File: src/rtl/param_rs.sv
// param_rs -- age-ordered reservation station for the ALU issue path.
//
// Holds up to DEPTH dispatched ops, snoops NUM_CDB result buses to resolve
// source tags, and hands the oldest fully-ready entry to the ALU through a
// registered valid/ready issue slot.
//
// Ports
//   clk_in, rst_n_in        clock, synchronous active-low reset
//   flush_in                drop every entry and empty the issue slot
//   disp_*                  dispatch handshake and op fields (tag 0 = value present)
//   cdb_valid/tag/data_in   packed wakeup buses, port p at [p*W +: W]
//   iss_*                   issue slot towards the ALU (valid/ready)
//   occupancy_out           entries held, not counting the issue slot
//
// Build option
//   RS_DISPATCH_BYPASS_EN   when defined, an op dispatched during a matching CDB
//                           broadcast captures that data instead of waiting.

module param_rs_wake #(
    parameter int TAG_W   = 4,
    parameter int DATA_W  = 32,
    parameter int NUM_CDB = 2
) (
    input  logic [TAG_W-1:0]          tag_i,
    input  logic [DATA_W-1:0]         val_i,
    input  logic [NUM_CDB-1:0]        cdb_valid_i,
    input  logic [NUM_CDB*TAG_W-1:0]  cdb_tag_i,
    input  logic [NUM_CDB*DATA_W-1:0] cdb_data_i,
    output logic [TAG_W-1:0]          tag_o,
    output logic [DATA_W-1:0]         val_o
);
    // Scan high to low so the lowest matching port is the last writer.
    always_comb begin
        tag_o = tag_i;
        val_o = val_i;
        if (tag_i != '0) begin
            for (int p = NUM_CDB - 1; p >= 0; p--) begin
                if (cdb_valid_i[p] && (cdb_tag_i[p*TAG_W +: TAG_W] == tag_i)) begin
                    tag_o = '0;
                    val_o = cdb_data_i[p*DATA_W +: DATA_W];
                end
            end
        end
    end
endmodule

module param_rs #(
    parameter int DEPTH   = 8,
    parameter int DATA_W  = 32,
    parameter int TAG_W   = 4,
    parameter int OP_W    = 6,
    parameter int PC_W    = 32,
    parameter int NUM_CDB = 2
) (
    input  logic                          clk_in,
    input  logic                          rst_n_in,
    input  logic                          flush_in,
    input  logic                          disp_valid_in,
    output logic                          disp_ready_out,
    input  logic [OP_W-1:0]               disp_op_in,
    input  logic [TAG_W-1:0]              disp_qj_in,
    input  logic [TAG_W-1:0]              disp_qk_in,
    input  logic [DATA_W-1:0]             disp_vj_in,
    input  logic [DATA_W-1:0]             disp_vk_in,
    input  logic [DATA_W-1:0]             disp_imm_in,
    input  logic [TAG_W-1:0]              disp_dest_in,
    input  logic [PC_W-1:0]               disp_pc_in,
    input  logic [NUM_CDB-1:0]            cdb_valid_in,
    input  logic [NUM_CDB*TAG_W-1:0]      cdb_tag_in,
    input  logic [NUM_CDB*DATA_W-1:0]     cdb_data_in,
    output logic                          iss_valid_out,
    input  logic                          iss_ready_in,
    output logic [OP_W-1:0]               iss_op_out,
    output logic [DATA_W-1:0]             iss_vj_out,
    output logic [DATA_W-1:0]             iss_vk_out,
    output logic [DATA_W-1:0]             iss_imm_out,
    output logic [TAG_W-1:0]              iss_dest_out,
    output logic [PC_W-1:0]               iss_pc_out,
    output logic [$clog2(DEPTH+1)-1:0]    occupancy_out
);
    localparam int IDX_W = $clog2(DEPTH);
    localparam int OCC_W = $clog2(DEPTH + 1);

    logic [DEPTH-1:0]              valid_q, valid_d;
    logic [DEPTH-1:0][OP_W-1:0]    op_q, op_d;
    logic [DEPTH-1:0][TAG_W-1:0]   qj_q, qj_d, qj_w, qk_q, qk_d, qk_w;
    logic [DEPTH-1:0][DATA_W-1:0]  vj_q, vj_d, vj_w, vk_q, vk_d, vk_w;
    logic [DEPTH-1:0][DATA_W-1:0]  imm_q, imm_d;
    logic [DEPTH-1:0][TAG_W-1:0]   dest_q, dest_d;
    logic [DEPTH-1:0][PC_W-1:0]    pc_q, pc_d;
    // older_q[a][b] = 1: entry a was dispatched before entry b.
    logic [DEPTH-1:0][DEPTH-1:0]   older_q, older_d;
    logic [OCC_W-1:0]              occ_q, occ_d;

    logic                          iss_valid_q, iss_valid_d;
    logic [OP_W-1:0]               iss_op_q, iss_op_d;
    logic [DATA_W-1:0]             iss_vj_q, iss_vj_d, iss_vk_q, iss_vk_d;
    logic [DATA_W-1:0]             iss_imm_q, iss_imm_d;
    logic [TAG_W-1:0]              iss_dest_q, iss_dest_d;
    logic [PC_W-1:0]               iss_pc_q, iss_pc_d;

    logic [DEPTH-1:0]              cand, sel_oh;
    logic [IDX_W-1:0]              sel_idx, free_idx;
    logic                          any_cand, iss_load, iss_fire, disp_fire;
    logic [TAG_W-1:0]              disp_qj_eff, disp_qk_eff;
    logic [DATA_W-1:0]             disp_vj_eff, disp_vk_eff;

    // Per-entry operand wakeup.
    for (genvar e = 0; e < DEPTH; e++) begin : g_ent
        param_rs_wake #(.TAG_W(TAG_W), .DATA_W(DATA_W), .NUM_CDB(NUM_CDB)) u_wj (
            .tag_i(qj_q[e]), .val_i(vj_q[e]), .cdb_valid_i(cdb_valid_in),
            .cdb_tag_i(cdb_tag_in), .cdb_data_i(cdb_data_in),
            .tag_o(qj_w[e]), .val_o(vj_w[e]));
        param_rs_wake #(.TAG_W(TAG_W), .DATA_W(DATA_W), .NUM_CDB(NUM_CDB)) u_wk (
            .tag_i(qk_q[e]), .val_i(vk_q[e]), .cdb_valid_i(cdb_valid_in),
            .cdb_tag_i(cdb_tag_in), .cdb_data_i(cdb_data_in),
            .tag_o(qk_w[e]), .val_o(vk_w[e]));
    end

`ifdef RS_DISPATCH_BYPASS_EN
    // Catch a broadcast that coincides with dispatch.
    param_rs_wake #(.TAG_W(TAG_W), .DATA_W(DATA_W), .NUM_CDB(NUM_CDB)) u_bj (
        .tag_i(disp_qj_in), .val_i(disp_vj_in), .cdb_valid_i(cdb_valid_in),
        .cdb_tag_i(cdb_tag_in), .cdb_data_i(cdb_data_in),
        .tag_o(disp_qj_eff), .val_o(disp_vj_eff));
    param_rs_wake #(.TAG_W(TAG_W), .DATA_W(DATA_W), .NUM_CDB(NUM_CDB)) u_bk (
        .tag_i(disp_qk_in), .val_i(disp_vk_in), .cdb_valid_i(cdb_valid_in),
        .cdb_tag_i(cdb_tag_in), .cdb_data_i(cdb_data_in),
        .tag_o(disp_qk_eff), .val_o(disp_vk_eff));
`else
    assign disp_qj_eff = disp_qj_in;
    assign disp_vj_eff = disp_vj_in;
    assign disp_qk_eff = disp_qk_in;
    assign disp_vk_eff = disp_vk_in;
`endif

    // Ready never credits an entry freed on the same edge.
    assign disp_ready_out = (occ_q != OCC_W'(DEPTH));
    assign disp_fire      = disp_valid_in && disp_ready_out;

    // Select only from registered tags, so a wakeup is visible one cycle later.
    always_comb begin
        for (int i = 0; i < DEPTH; i++) begin
            cand[i] = valid_q[i] && (qj_q[i] == '0) && (qk_q[i] == '0);
        end
    end

    // An entry wins when no other candidate is older than it.
    always_comb begin
        sel_oh  = cand;
        sel_idx = '0;
        for (int i = 0; i < DEPTH; i++) begin
            for (int j = 0; j < DEPTH; j++) begin
                if (j != i && cand[j] && older_q[j][i]) sel_oh[i] = 1'b0;
            end
        end
        for (int i = 0; i < DEPTH; i++) begin
            if (sel_oh[i]) sel_idx = IDX_W'(i);
        end
    end

    always_comb begin
        free_idx = '0;
        for (int i = DEPTH - 1; i >= 0; i--) begin
            if (!valid_q[i]) free_idx = IDX_W'(i);
        end
    end

    assign any_cand = |cand;
    assign iss_load = !iss_valid_q || iss_ready_in;
    assign iss_fire = iss_load && any_cand;

    always_comb begin
        valid_d = valid_q;
        op_d    = op_q;
        qj_d    = qj_w;
        vj_d    = vj_w;
        qk_d    = qk_w;
        vk_d    = vk_w;
        imm_d   = imm_q;
        dest_d  = dest_q;
        pc_d    = pc_q;
        older_d = older_q;
        if (iss_fire) valid_d[sel_idx] = 1'b0;
        if (disp_fire) begin
            valid_d[free_idx] = 1'b1;
            op_d[free_idx]    = disp_op_in;
            qj_d[free_idx]    = disp_qj_eff;
            vj_d[free_idx]    = disp_vj_eff;
            qk_d[free_idx]    = disp_qk_eff;
            vk_d[free_idx]    = disp_vk_eff;
            imm_d[free_idx]   = disp_imm_in;
            dest_d[free_idx]  = disp_dest_in;
            pc_d[free_idx]    = disp_pc_in;
            // Newcomer is younger than everything else currently held.
            for (int j = 0; j < DEPTH; j++) begin
                older_d[j][free_idx] = 1'b1;
                older_d[free_idx][j] = 1'b0;
            end
        end
        occ_d = occ_q + OCC_W'(disp_fire) - OCC_W'(iss_fire);
    end

    always_comb begin
        iss_valid_d = iss_valid_q;
        iss_op_d    = iss_op_q;
        iss_vj_d    = iss_vj_q;
        iss_vk_d    = iss_vk_q;
        iss_imm_d   = iss_imm_q;
        iss_dest_d  = iss_dest_q;
        iss_pc_d    = iss_pc_q;
        if (iss_load) begin
            iss_valid_d = any_cand;
            if (any_cand) begin
                iss_op_d   = op_q[sel_idx];
                iss_vj_d   = vj_q[sel_idx];
                iss_vk_d   = vk_q[sel_idx];
                iss_imm_d  = imm_q[sel_idx];
                iss_dest_d = dest_q[sel_idx];
                iss_pc_d   = pc_q[sel_idx];
            end
        end
    end

    always_ff @(posedge clk_in) begin
        if (!rst_n_in || flush_in) begin
            valid_q     <= '0;
            op_q        <= '0;
            qj_q        <= '0;
            vj_q        <= '0;
            qk_q        <= '0;
            vk_q        <= '0;
            imm_q       <= '0;
            dest_q      <= '0;
            pc_q        <= '0;
            older_q     <= '0;
            occ_q       <= '0;
            iss_valid_q <= 1'b0;
            iss_op_q    <= '0;
            iss_vj_q    <= '0;
            iss_vk_q    <= '0;
            iss_imm_q   <= '0;
            iss_dest_q  <= '0;
            iss_pc_q    <= '0;
        end else begin
            valid_q     <= valid_d;
            op_q        <= op_d;
            qj_q        <= qj_d;
            vj_q        <= vj_d;
            qk_q        <= qk_d;
            vk_q        <= vk_d;
            imm_q       <= imm_d;
            dest_q      <= dest_d;
            pc_q        <= pc_d;
            older_q     <= older_d;
            occ_q       <= occ_d;
            iss_valid_q <= iss_valid_d;
            iss_op_q    <= iss_op_d;
            iss_vj_q    <= iss_vj_d;
            iss_vk_q    <= iss_vk_d;
            iss_imm_q   <= iss_imm_d;
            iss_dest_q  <= iss_dest_d;
            iss_pc_q    <= iss_pc_d;
        end
    end

    assign iss_valid_out = iss_valid_q;
    assign iss_op_out    = iss_op_q;
    assign iss_vj_out    = iss_vj_q;
    assign iss_vk_out    = iss_vk_q;
    assign iss_imm_out   = iss_imm_q;
    assign iss_dest_out  = iss_dest_q;
    assign iss_pc_out    = iss_pc_q;
    assign occupancy_out = occ_q;
endmodule

File: config.mk
export PLATFORM = sky130hd
export DESIGN_NAME = param_rs
export DESIGN_NICKNAME = d
export VERILOG_FILES = /design/src/rtl/param_rs.sv
export SDC_FILE = /design/constraint.sdc
export NUM_CORES = 2
export LEC_CHECK = 0
export BUFFER_PORTS_ARGS = -buffer_cell sky130_fd_sc_hd__clkbuf_2
export CORE_MARGIN = 5
export CORE_UTILIZATION = 45
export DETAILED_ROUTE_END_ITERATION = 16
export PLACE_DENSITY_LB_ADDON = 0.2
export SKIP_CTS_REPAIR_TIMING = 1
export SYNTH_ARGS = -nofsm -noshare
export SYNTH_HDL_FRONTEND = slang
export SYNTH_HIERARCHICAL = 1
export SYNTH_SLANG_ARGS = --single-unit
export TNS_END_PERCENT = 5
File: constraint.sdc
create_clock -name clk_in -period 3.5 [get_ports clk_in]
set_input_delay 0.175 -clock clk_in [delete_from_list [all_inputs] [get_ports clk_in]]
set_output_delay 0.175 -clock clk_in [all_outputs]
set_load 0.05 [all_outputs]
==> metrics.csv <==
stage;metric;value;unit
global_route;maximum number of pins on one net before global-route repair;171;
power_and_ir_drop;cell internal power dissipation;26790;uW
drt;residual DRC count;0;
die;area of the die;163300;um^2
drt;starting DRC count in detailed routing;10020;
job;max cap viols;0;
layout;Final Util;51.78;%
timing;post-layout min period;3.421;ns
power_and_ir_drop;power density of the placed cells;451.2;nW/um^2
global_route;initial antenna violation count;40;
drt;top layer reached by signal wires;met5;
yosys;synthesized-area fraction occupied by xor and xnor cells;1.629;%
setup_path;largest delay contributor family on the critical path;compound AO/OA/AOI/OAI gates;
drt;average wire per standard cell;27.76;um
yosys;post-synthesis share of cell area spent on and, or, nand and nor gates;25.11;%
setup_path;Critical Path Sink Type;flop;
yosys;library cells used by synthesis;74;
drt;number of vias per cell;6.449;
die;CORE AREA;154200;um^2
drt;TritonRoute pass-1 iters;7;
global_route;Overflow after GRT;0;
placement;Final Wtd Congestion;0.9634;
timing;unrepaired setup endpoints after global routing;false;
timing;setup slack of the critical path after layout;0.07867;ns
setup_path;Worst Setup Start Kind;flop;
yosys;share of synthesized cell area in full adder, half adder and majority cells;0.1182;%
yosys;area of the mapped netlist;69880;um^2
die;Boundary Pins;369;
timing;Max-Slew Margin vs Limit;25.77;%
drt;Met2 Wirelength;134.1;mm
clock_tree;clock tree from TritonCTS;built;
yosys;share of cell area taken by muxes after synthesis;0;%
timing;final number of hold-violating endpoints;0;
drt;Post-Route WL;306.9;mm
timing;worst-margin pin slew;1.113;ns
yosys;main combinational cell family by area after synthesis;compound AO/OA/AOI/OAI gates;
clock_tree;number of buffers on the longest clock path;3;
yosys;area share of the largest cell type after synthesis;39.19;%
setup_path;largest stage delay on the critical path;0.42;ns
global_route;gr usage total;35.79;%
clock_tree;CTS buffer count;155;
setup_path;data arrival time of the critical path;4.11;ns
yosys;Post-synth EDFFs;0;
drt;Routed Antenna Nets;0;
yosys;post-synthesis sequential area ratio;39.19;%
setup_path;worst path buffer plus inverter count;3;
power_and_ir_drop;Comb pwr share;8.2;%
power_and_ir_drop;part of the total power dissipated in sequential elements;43.9;%
yosys;Yosys warnings;6;
power_and_ir_drop;net switching power figure;9242;uW
die;Cell Rows;144;
power_and_ir_drop;cell leakage power;0.02529;uW
timing;clk_skew;0.02513;ns
setup_path;most used cell, CP;sky130_fd_sc_hd__buf_12;
timing;Max Clock Freq;0.2923;GHz
timing;final-layout worst hold slack;0.04526;ns
global_route;vias in the first global route;68700;
drt;sum of routed wire segments on met1;117.5;mm
layout;most frequent standard cell in the layout excluding fill and tap cells;sky130_fd_sc_hd__nand2_1;
clock_tree;CTS clk-pin slew, worst paths;0.06;ns
yosys;library cell occupying the most area in the post-synthesis netlist;sky130_fd_sc_hd__dfxtp_1;
placement;half-perimeter wire length after placement;174.5;mm
setup_path;required time of the worst setup path;4.19;ns
placement;worst setup slack before clock tree synthesis;0.1708;ns
timing;final total negative setup slack;0;ns
clock_tree;clock root buffer master;sky130_fd_sc_hd__clkbuf_16;
setup_path;standard cell with the maximum stage delay on the critical path;sky130_fd_sc_hd__buf_12;
layout;fraction of final layout cells with drive strength greater than 1;13.62;%
yosys;Main synth FF type;sky130_fd_sc_hd__dfxtp_1;
clock_tree;later-pin clock latency in the skew report;0.82;ns
die;Vert. Die Dim;404.1;um
yosys;cell count after synthesis;8829;
setup_path;Worst Setup Path Type;reg2reg;
layout;most used cells in the layout excluding fill and tap cells;sky130_fd_sc_hd__nand2_1, sky130_fd_sc_hd__dfxtp_1, sky130_fd_sc_hd__a21oi_1;
setup_path;sequence of cells on the critical path;nor4_4, buf_4, nand4_1, o2111ai_4, buf_12, buf_12, nor3_1, a311o_1, a221o_1, a221oi_1, a31oi_1;
clock_tree;maximum level of the CTS H-tree;4;
status;run status;finished clean;
timing;final number of max-transition violations;0;
global_route;wire length of the first global-routing pass;447.6;mm
timing;portion of the clock cycle consumed by the worst path in the final layout;97.75;%
yosys;complex-gate fraction of the synthesized area;25.97;%
power_and_ir_drop;fraction of power spent switching nets;25.65;%
layout;NumNets Final;9090;
worst_hold_path;Worst Hold Class;in2reg;
drt;overall via count from detail_route;71300;
placement;count of buffers inserted at the top-level ports;368;
yosys;register bit total from synthesis;1368;
drt;met3 wire len;36.59;mm
layout;Synth-to-Final Area Change;14.29;%
die;initial core utilization;45.31;%
setup_path;largest fanout of any net on the critical path;54;
power_and_ir_drop;worst vdd rail ir drop;0.5216;mV
yosys;Avg Cell Area, Syn;7.915;um^2
clock_tree;number of sinks handled by clock tree synthesis;1368;
yosys;net count after synthesis;9060;
power_and_ir_drop;total power;36030;uW
yosys;proportion of register bits with asynchronous set or reset after synthesis;0;%
yosys;top post-synthesis cells by area;sky130_fd_sc_hd__dfxtp_1, sky130_fd_sc_hd__nand2_1, sky130_fd_sc_hd__a21oi_1;
power_and_ir_drop;relative contribution of the clock network to total power;47.9;%
timing;final setup violation count;0;
die;width of the chip;404.1;um
[cell type report]
cell class / instances / area [um^2]
sequential: 1368 / 27390
antenna: 22 / 55.05
multi-input combinational: 6364 / 37150
tap: 2044 / 2557
clock buffer: 237 / 4693
inverter: 185 / 699.4
clock inverter: 50 / 685.7
timing repair buffer: 785 / 6641
fill: 14680 / 74360
[Yosys cell counts (all sizes together), types with 3 or more instances]
master   count
and3        39
clkbuf     529
dfxtp     1368
nor3b        5
ha           5
nand4       23
or4         20
nand3      351
and4         5
o2111ai      6
o221a      480
a221oi     138
a22o         6
or2          3
nor2        81
a211oi       8
a21oi     1194
nor4b        7
o31ai        4
nor3       169
and2        91
o211ai      32
a311o      138
inv        185
xor2        50
nand2b     482
xnor2       80
nand2     2443
nor4        11
a221o      138
o2111a      16
buf        383
o21a        19
o21ai      146
a31oi      154
a22oi        5
[worst reg2reg max path, delay by kind of cell (launching register included)]
family | cells | cell delay, ns
buf+inv | 3 | 0.96
compound gates | 5 | 1.27
flops | 1 | 0.38
simple gates | 3 | 0.68
[per-layer routing]
layer,vias to the layer above,global-route usage [%]
met5,-,0
met4,22,19.94
met3,1180,10.78
met2,4762,55.53
met1,34280,44.49
li1,31050,-
[flip-flops by register name, summed over array words and instances (netlist names), named ones only]
name and count:
imm_q 256, pc_q 256, vj_q 256, vk_q 256
op_q 48, older_q 42, dest_q 32, iss_imm_out 32
iss_pc_out 32, iss_vj_out 32, iss_vk_out 32, qj_q 32
qk_q 32, valid_q 8, iss_op_out 6, iss_dest_out 4
occupancy_out 4, iss_valid_out 1
[per-stage QoR]
stage / cell area, um^2 / std cells
4_1_cts: 78320 / 10890
2_1_floorplan: 69880 / 8829
6_report: 79860 / 11060
3_3_place_gp: 72940 / 10600
3_5_place_dp: 72940 / 10600
5_1_grt: 79830 / 11040
[kinds of logic (layout without fill, tap and decap cells)]
logic type                 count (synthesis)  in the layout
adders and majority gates                  6              6
AOI/OAI and AO/OA                       2492           2492
xor gates and xnor gates                 130            130
and+or+nand+nor                         3736           3736
buffers and inverters                   1097           1257
DFF                                     1368           1368
other                                      0             22
[power by group through the flow]
stage / Combinational, uW / Clock (uW) / Sequential (uW)
finish: 2960 / 17300 / 15800
global route: 3070 / 18000 / 15800
CTS: 2720 / 17300 / 15800
detailed placement: 2710 / 0 / 16200
global placement: 2680 / 0 / 16200
floorplan: 1450 / 0 / 16300
[final timing paths]
| kind | depth (start not counted) | startpoint | to | slack, ns |
|---|---|---|---|---|
| worst max-delay path | 11 | qk_q[3] | iss_vk_out[26] | 0.08 |
| worst min-delay path | 5 | cdb_data_in[35] | vj_q[195] | 0.05 |
| worst max register to register | 11 | qk_q[3] | iss_vk_out[26] | 0.08 |
| worst min register to register | 2 | pc_q[231] | pc_q[231] | 0.45 |
Power figures use the tool's default switching activity.
